File: src/rtl/cache_write_buffer.sv
// rtl/cache_write_buffer.sv - in-order store buffer with coalescing, store-to-load forwarding and req/ack drain
module cache_write_buffer #(
  parameter int ADDR_WIDTH = 11,
  parameter int DATA_WIDTH = 32,
  parameter int DEPTH      = 4
) (
  input  logic                    clk,
  input  logic                    rst,
  input  logic                    write,
  input  logic [ADDR_WIDTH-1:0]   addr,
  input  logic [DATA_WIDTH-1:0]   write_data,
  output logic                    write_ready,
  input  logic [ADDR_WIDTH-1:0]   lookup_addr,
  output logic                    fwd_hit,
  output logic [DATA_WIDTH-1:0]   fwd_data,
  output logic                    mem_req,
  output logic [ADDR_WIDTH-1:0]   mem_addr,
  output logic [DATA_WIDTH-1:0]   mem_wdata,
  input  logic                    mem_ack,
  output logic [$clog2(DEPTH):0]  count,
  output logic                    empty,
  output logic                    full,
  output logic                    drop_err
);

  localparam int PW = $clog2(DEPTH);

  typedef enum logic {S_IDLE, S_REQ} state_t;

  state_t                r_state;
  state_t                w_state_next;
  logic [ADDR_WIDTH-1:0] r_addr [DEPTH];
  logic [DATA_WIDTH-1:0] r_data [DEPTH];
  logic [PW-1:0]         r_head;
  logic [PW-1:0]         r_tail;
  logic [PW:0]           r_count;
  logic                  r_drop_err;

  logic [PW-1:0]         w_youngest;
  logic                  w_full;
  logic                  w_mem_req;
  logic                  w_accept;
  logic                  w_coalesce;
  logic                  w_push;
  logic                  w_pop;
  logic [PW:0]           w_count_next;
  logic                  w_hit;
  logic [DATA_WIDTH-1:0] w_fwd_data;

  assign w_full     = (r_count == (PW+1)'(DEPTH));
  assign w_youngest = r_tail - PW'(1);
  assign w_accept   = write && !w_full;
  // The head under presentation must never change, so only a non-presented youngest entry may merge.
  assign w_coalesce = w_accept && (r_count != '0) && (r_addr[w_youngest] == addr)
                      && !(w_mem_req && (r_count == (PW+1)'(1)));
  assign w_push       = w_accept && !w_coalesce;
  assign w_pop        = w_mem_req && mem_ack;
  assign w_count_next = r_count + (PW+1)'(w_push) - (PW+1)'(w_pop);

  always_ff @(posedge clk) begin
    if (rst) r_state <= S_IDLE;
    else     r_state <= w_state_next;
  end

  always_comb begin
    w_state_next = r_state;
    case (r_state)
      S_IDLE:  if (r_count != '0) w_state_next = S_REQ;
      S_REQ:   if (w_pop && (w_count_next == '0)) w_state_next = S_IDLE;
      default: w_state_next = S_IDLE;
    endcase
  end

  always_comb begin
    w_mem_req = (r_state == S_REQ);
  end

  always_ff @(posedge clk) begin
    if (rst) begin
      r_head     <= '0;
      r_tail     <= '0;
      r_count    <= '0;
      r_drop_err <= 1'b0;
    end else begin
      if (w_push) r_tail <= r_tail + PW'(1);
      if (w_pop)  r_head <= r_head + PW'(1);
      r_count <= w_count_next;
      if (write && !w_accept) r_drop_err <= 1'b1;
    end
  end

  always_ff @(posedge clk) begin
    if (w_push) begin
      r_addr[r_tail] <= addr;
      r_data[r_tail] <= write_data;
    end else if (w_coalesce) begin
      r_data[w_youngest] <= write_data;
    end
  end

  // Scan oldest to youngest so the last match, the youngest, wins.
  always_comb begin
    w_hit      = 1'b0;
    w_fwd_data = '0;
    for (int k = 0; k < DEPTH; k++) begin
      if ((k < int'(r_count)) && (r_addr[r_head + PW'(k)] == lookup_addr)) begin
        w_hit      = 1'b1;
        w_fwd_data = r_data[r_head + PW'(k)];
      end
    end
  end

  assign write_ready = !w_full;
  assign fwd_hit     = w_hit;
  assign fwd_data    = w_fwd_data;
  assign mem_req     = w_mem_req;
  assign mem_addr    = w_mem_req ? r_addr[r_head] : '0;
  assign mem_wdata   = w_mem_req ? r_data[r_head] : '0;
  assign count       = r_count;
  assign empty       = (r_count == '0);
  assign full        = w_full;
  assign drop_err    = r_drop_err;

endmodule
File: config.mk
export PLATFORM = sky130hd
export DESIGN_NAME = cache_write_buffer
export DESIGN_NICKNAME = d
export VERILOG_FILES = /design/src/rtl/cache_write_buffer.sv
export SDC_FILE = /design/constraint.sdc
export NUM_CORES = 1
export LEC_CHECK = 0
export CORE_AREA = 5 5 169 204
export CTS_BUF_LIST = sky130_fd_sc_hd__clkbuf_4 sky130_fd_sc_hd__clkbuf_8 sky130_fd_sc_hd__clkbuf_16
export DETAILED_ROUTE_END_ITERATION = 16
export DIE_AREA = 0 0 174 209
export SLEW_MARGIN = 20
export SYNTH_ARGS = -nofsm -noshare
export SYNTH_HDL_FRONTEND = slang
export SYNTH_SLANG_ARGS = --single-unit
export TNS_END_PERCENT = 30
File: constraint.sdc
create_clock -name clk -period 5.51 [get_ports clk]
set_input_delay 1.102 -clock clk [delete_from_list [all_inputs] [get_ports clk]]
set_output_delay 1.102 -clock clk [all_outputs]
set_load 0.03 [all_outputs]
## Word level (Yosys, flattened, before mapping)

Memory sizes are Yosys's and may differ from the RTL's. A register that Yosys moved wholly into a read port is not among the register bits.
Cells that the tools add are included.

- $add $sub $neg: 7
- $lt $le $gt $ge: 4
- Equality and inequality tests: 7
- Mux-type cells: 25
- Bitwise operators: 1
- Reductions and logical operators: 21

Operator list:

| cell | count |
|---|---|
| 32-bit two-way mux | 6 |
| 11-bit equality test | 5 |
| 32-bit OR reduction | 1 |
| 1-bit logical AND | 13 |
| 1-bit two-way mux | 12 |
| 11-bit two-way mux | 1 |
| 2-bit two-way mux | 5 |
| 3-bit zero test | 2 |
| 1-bit by 3-bit less-than comparator with 1-bit output, first input constant | 2 |
| 2-bit by 3-bit less-than comparator with 1-bit output, first input constant | 2 |
| 2-bit by 1-bit adder with 2-bit output, second input constant | 2 |
| 2-bit adder, second input constant | 2 |
| 1-bit zero test | 4 |
| 3-bit by 1-bit adder with 3-bit output | 1 |
| 3-bit by 1-bit equality test with 1-bit output, second input constant | 1 |
| 3-bit equality test, second input constant | 1 |
| 3-bit nonzero test | 1 |
| 3-bit by 1-bit subtractor with 3-bit output | 1 |
| 1-bit one-hot mux with 2 select lines | 1 |
| 2-bit by 1-bit subtractor with 2-bit output, second input constant | 1 |
| 1-bit NOT | 1 |

- Register bits: 9
- Bits in writable memories: 172
- Input bits: 58
- Output and inout bits: 84
- Word-level logic and storage cells: 72
- Memories kept: 2

Memory list:

| name | words | width | read ports | clocked after memory_dff | wr ports | line | text |
|---|---|---|---|---|---|---|---|
| r_data | 4 | 32 | 4 | 1 | 1 | 33 | `logic [DATA_WIDTH-1:0] r_data [DEPTH];` |
| r_addr | 4 | 11 | 5 | 1 | 1 | 32 | `logic [ADDR_WIDTH-1:0] r_addr [DEPTH];` |

## Logic depth before layout (Yosys ltp)

- Word-level depth: 14
- Depth in mapped cells: 20
- Mapped depth without buffers: 16

## Worst setup path after synthesis

No wires, ideal clock.

- Path kind: register to register
- From: register r_tail[0]
- To: memory r_data[0][0], enable pin
- Library setup time: 0.432 ns
- Arrival time: 4.531 ns
- Required time: 5.078 ns
- Setup slack: 0.548 ns
- Stages on the path, launching flop included: 13
- Buffers on the path: 4
- Period minus slack after synthesis: 4.962 ns
- Cells stage by stage: dfxtp_1 -> buf_2 -> buf_2 -> inv_1 -> ha_1 -> clkbuf_1 -> clkbuf_1 -> mux4_2 -> xnor2_1 -> nand4_1 -> nor3_2 -> nand3_1 -> a21oi_1

- Cells in the longest elaborated chain, start to end: 11
- Elaborated cells on any way between the ends: 15
- Classes of those cells: add/sub (1); eq/ne (1); mux (7); reduce/logical (5); memory (1)

RTL lines:

| what | line | text |
|---|---|---|
| from (decl) | 35 | `logic [PW-1:0] r_tail;` |
| from (signal assigned) | 85 | `if (w_push) r_tail <= r_tail + PW'(1);` |
| 2-bit by 1-bit subtractor with 2-bit output * | 51 | `assign w_youngest = r_tail - PW'(1);` |
| net w_youngest[0] | 39 | `logic [PW-1:0] w_youngest;` |
| memory 4 x 11 bit | -- |  |
| 11-bit equality test | 54 | `assign w_coalesce = w_accept && (r_count != '0) && (r_addr[w_youngest] == addr)` |
| 1-bit logical AND | 54 |  |
| 1-bit logical AND | 55 | `&& !(w_mem_req && (r_count == (PW+1)'(1)));` |
| 1-bit zero test | 56 | `assign w_push = w_accept && !w_coalesce;` |
| 1-bit logical AND | 56 |  |
| 1-bit two-way mux | 93 | `if (w_push) begin` |
| 1-bit two-way mux (implied by the code) | 97 | `r_data[w_youngest] <= write_data;` |
| 32-bit OR reduction (no source line) | -- |  |
| 2-bit two-way mux (no source line) / 1-bit two-way mux (equally long branches) | -- |  |
| to (decl) | 33 |  |

The timed path passes the listed nets; every way through them passes the cells marked *.

## Worst setup path after layout

- From: input lookup_addr[6]
- To: output fwd_data[11]

- Cells in the longest elaborated chain, start to end: 6
- Elaborated cells on any way between the ends: 12
- Classes of those cells: eq/ne (4); mux (4); reduce/logical (4)

RTL lines:

| what | line | text |
|---|---|---|
| from (decl) | 13 | `input logic [ADDR_WIDTH-1:0] lookup_addr,` |
| 11-bit equality test | 106 | `if ((k < int'(r_count)) && (r_addr[r_head + PW'(k)] == lookup_addr)) begin` |
| 1-bit logical AND | 106 |  |
| 32-bit two-way mux (3 in a row) | 106 |  |
| 32-bit two-way mux * | 106 |  |
| to (decl) | 15 | `output logic [DATA_WIDTH-1:0] fwd_data,` |

Mark *: on every way between the ends. The rest lies on a longest branch, timed or not.

==> reports/summary.txt <==
Post-synth EDFFs: 172
Hold depth: 2
Clock power frac: 22.6%
P per Cell Area: 346 nW/um^2
Internal cell power: 3270 uW
Final Net Count: 1126
Postcts setup bufs: 0
Final min period: 5.30 ns
RSZ-0062 raised after global routing: no
Row Count: 73
IO Port Bufs: 141
IR drop worst, VDD: 0.182 mV
Finish-stage setup viols: 0
Distinct cells, synth: 62
Worst EP arrival: 4.20 ns
Fin crit share: 96.2%
Initial Util: 39.0%
GRT overflow: 0
WP data required: 4.41 ns
Filler cell count: 2935
Flop pwr share: 36.1%
Post-synthesis average cell area: 13.2 sq um
First-pass GRT wire length: 53200 um
Synth area leaders: edfxtp_1, mux4_2, mux2i_1, a311oi_2, mux2_2
Max Cap Viol: 0
Routed WL: 34000 um
Layout cell share with drive strength beyond 1: 27.6%
Setup slack, reg-to-reg: 0.96 ns
CTS tree: built
IO Count: 142
Die Area: 36400 sq um
Clock Tree Buf Depth: 2
CP max FO: 10
Detailed Route Iter0 Violations: 587
Total GRT Usage: 18.8%
Hold crit path type: reg2reg
Vias: 8691
Worst hold slack: 0.497 ns
Post-synth top flop: edfxtp_1
Most common cell in the netlist: edfxtp_1
NetSw: 1870 uW
Critical Path Sink Type: primary output
Slew HR: 33.3%
Leakage Power: 0.00458 uW
Setup tns final: 0 ns
Clock Latency Late Sink: 0.44 ns
Comb power frac: 41.3%
FF-to-FF path depth: 16
Area of the mapped netlist: 12700 sq um
Mapped Cells: 959
Ys Warns: 0
Gp weighted congestion: 0.815
Fmax: 189 MHz
FF-to-FF Start: r_tail[1]
Synthesis-stage register bit count: 183
Area grow syn2layout: 17.1%
H-tree depth: 4
Yosys top cell area share: 40.7%
Post-route DRC violation count: 0
Post-DP HPWL: 22700 um
Clk root buf: clkbuf_16
Sequential area share after synthesis: 42.5%
Total clock buffers created by CTS: 17
Syn Nets: 1026
Top post-synthesis cells by count: edfxtp_1, mux4_2, nor2_1, mux2i_1, nand2_1
Worst Setup Start Kind: input pin
CTS resizes: 0
Drt wl/cell: 22.9 um
Hold Startpoint: drop_err
Largest net degree at the start of global routing: 101
Die H: 209 um
Critical path type: in2out
Die Wd: 174 um
Worst-path clk slew: 0.07 ns
Critical R2R Capture: mem_req
Hold endpoint: drop_err
Clock sinks: 183
Core Footprint: 32500 sq um
Sw Ratio: 36.4%
Skew final: 0.0116 ns
Hold Vio Cnt, Final: 0
Worst slew pin tran: 1.00 ns
Status: finished clean
Antenna viol nets, final: 0
Fin. max-slew vios: 0
Area leader, netlist: edfxtp_1
Number of global-route vias before repair: 9065
Pre-antenna DRT Iters: 5
Initial antenna violation count: 3
Vias/cell: 5.86
Hold buffer count at cts: 0
Asr flop ratio synth: 0%
area by class of cell:
class,instances,area (sq um),share of cell area [%]
antenna,1,2.50,0.0169
clock buffer,17,425,2.87
clock inverter,14,125,0.843
inverter,13,61.3,0.413
multi-input combinational,672,6680,45.0
sequential,183,5400,36.3
tap,412,515,3.47
timing repair buffer,172,1640,11.1
state kept, by name, summed over array words and instances, names as in the netlist, named ones only:
name      flops
count         3
r_data      128
r_tail        2
r_addr       44
r_head        2
drop_err      1
mem_req       1
worst max-delay path by stage:
stage	start	endpoint	slack, ns	cells past startpoint
2_1_floorplan	r_tail[0]	r_data[0][0]	0.55	12
3_3_place_gp	lookup_addr[6]	fwd_data[11]	0.29	10
3_5_place_dp	lookup_addr[6]	fwd_data[11]	0.21	10
4_1_cts	lookup_addr[6]	fwd_data[11]	0.20	10
5_1_grt	lookup_addr[6]	fwd_data[11]	0.09	10
6_report	lookup_addr[6]	fwd_data[11]	0.21	10
layer usage:
metal | global-route usage, % | wire length [um]
met2 | 31.7 | 17100
met5 | 0 | 28
met1 | 23.7 | 14300
met3 | 4.07 | 1700
met4 | 6.88 | 889
placed cells by master, fill, tap and decap left out, types with 3 or more instances in the layout:
master,netlist,final
a21oi_1,39,37
a311oi_1,3,3
a311oi_2,29,29
and2_1,37,37
and3_1,5,5
buf_12,6,6
buf_4,4,55
clkbuf_16,0,17
clkdlybuf4s50_1,0,111
clkinvlp_4,0,3
dfxtp_1,11,7
edfxtp_1,172,172
ha_1,8,8
inv_1,11,11
inv_6,0,3
mux2_1,5,5
mux2_2,38,38
mux2i_1,69,69
mux4_1,6,6
mux4_2,90,90
nand2_1,50,50
nand3_1,4,4
nand4_1,10,10
nor2_1,83,81
nor2b_1,3,3
nor3_1,35,35
o211ai_1,31,31
o21ai_0,5,5
o31ai_2,29,29
or3_1,3,3
xnor2_1,38,38
xor2_1,19,19
cells by family (layout without fill, tap and decap cells):
family / count (synthesis) / after routing / synth area share, %
multiplexers: 208 / 208 / 26.5
XOR/XNOR: 58 / 58 / 4.07
adder cells (fa/ha/maj): 9 / 9 / 0.947
other: 0 / 1 / 0
buffers and inverters: 104 / 216 / 5.28
flip-flops: 183 / 183 / 42.5
AND/OR/NAND/NOR: 242 / 242 / 9.22
AO/OA/AOI/OAI: 155 / 155 / 11.5
worst max-delay path, stage by stage:
cell,delay [ns]
clkdlybuf4s50_1,0.43
nor2b_1,0.14
a221o_1,0.38
nor4_2,0.38
o221ai_4,0.21
buf_4,0.23
nor3_1,0.22
a311oi_2,0.08
o31ai_2,0.29
clkdlybuf4s50_1,0.73
power groups by stage:
stage / logic [uW] / registers, uW / clock network [uW]
after detailed placement: 2150 / 1880 / 0
after CTS: 2160 / 1850 / 1190
after global placement: 2140 / 1870 / 0
after global routing: 2280 / 1880 / 1250
final: 2120 / 1850 / 1160
after floorplan: 1510 / 1840 / 0
stage by stage:
step | total power, uW | instances | area, sq um | setup WS, ns | utilization (%)
6_report | 5140 | 1484 | 14800 | 0.207 | 45.7
3_5_place_dp | 4030 | 1452 | 14300 | 0.207 | 44.0
3_3_place_gp | 4010 | 1452 | 14300 | 0.285 | 44.0
4_1_cts | 5200 | 1483 | 14800 | 0.200 | 45.6
2_1_floorplan | 3340 | 959 | 12700 | 0.548 | -
5_1_grt | 5410 | 1484 | 14800 | 0.0892 | 45.7
(Power assumes the default switching activity.)
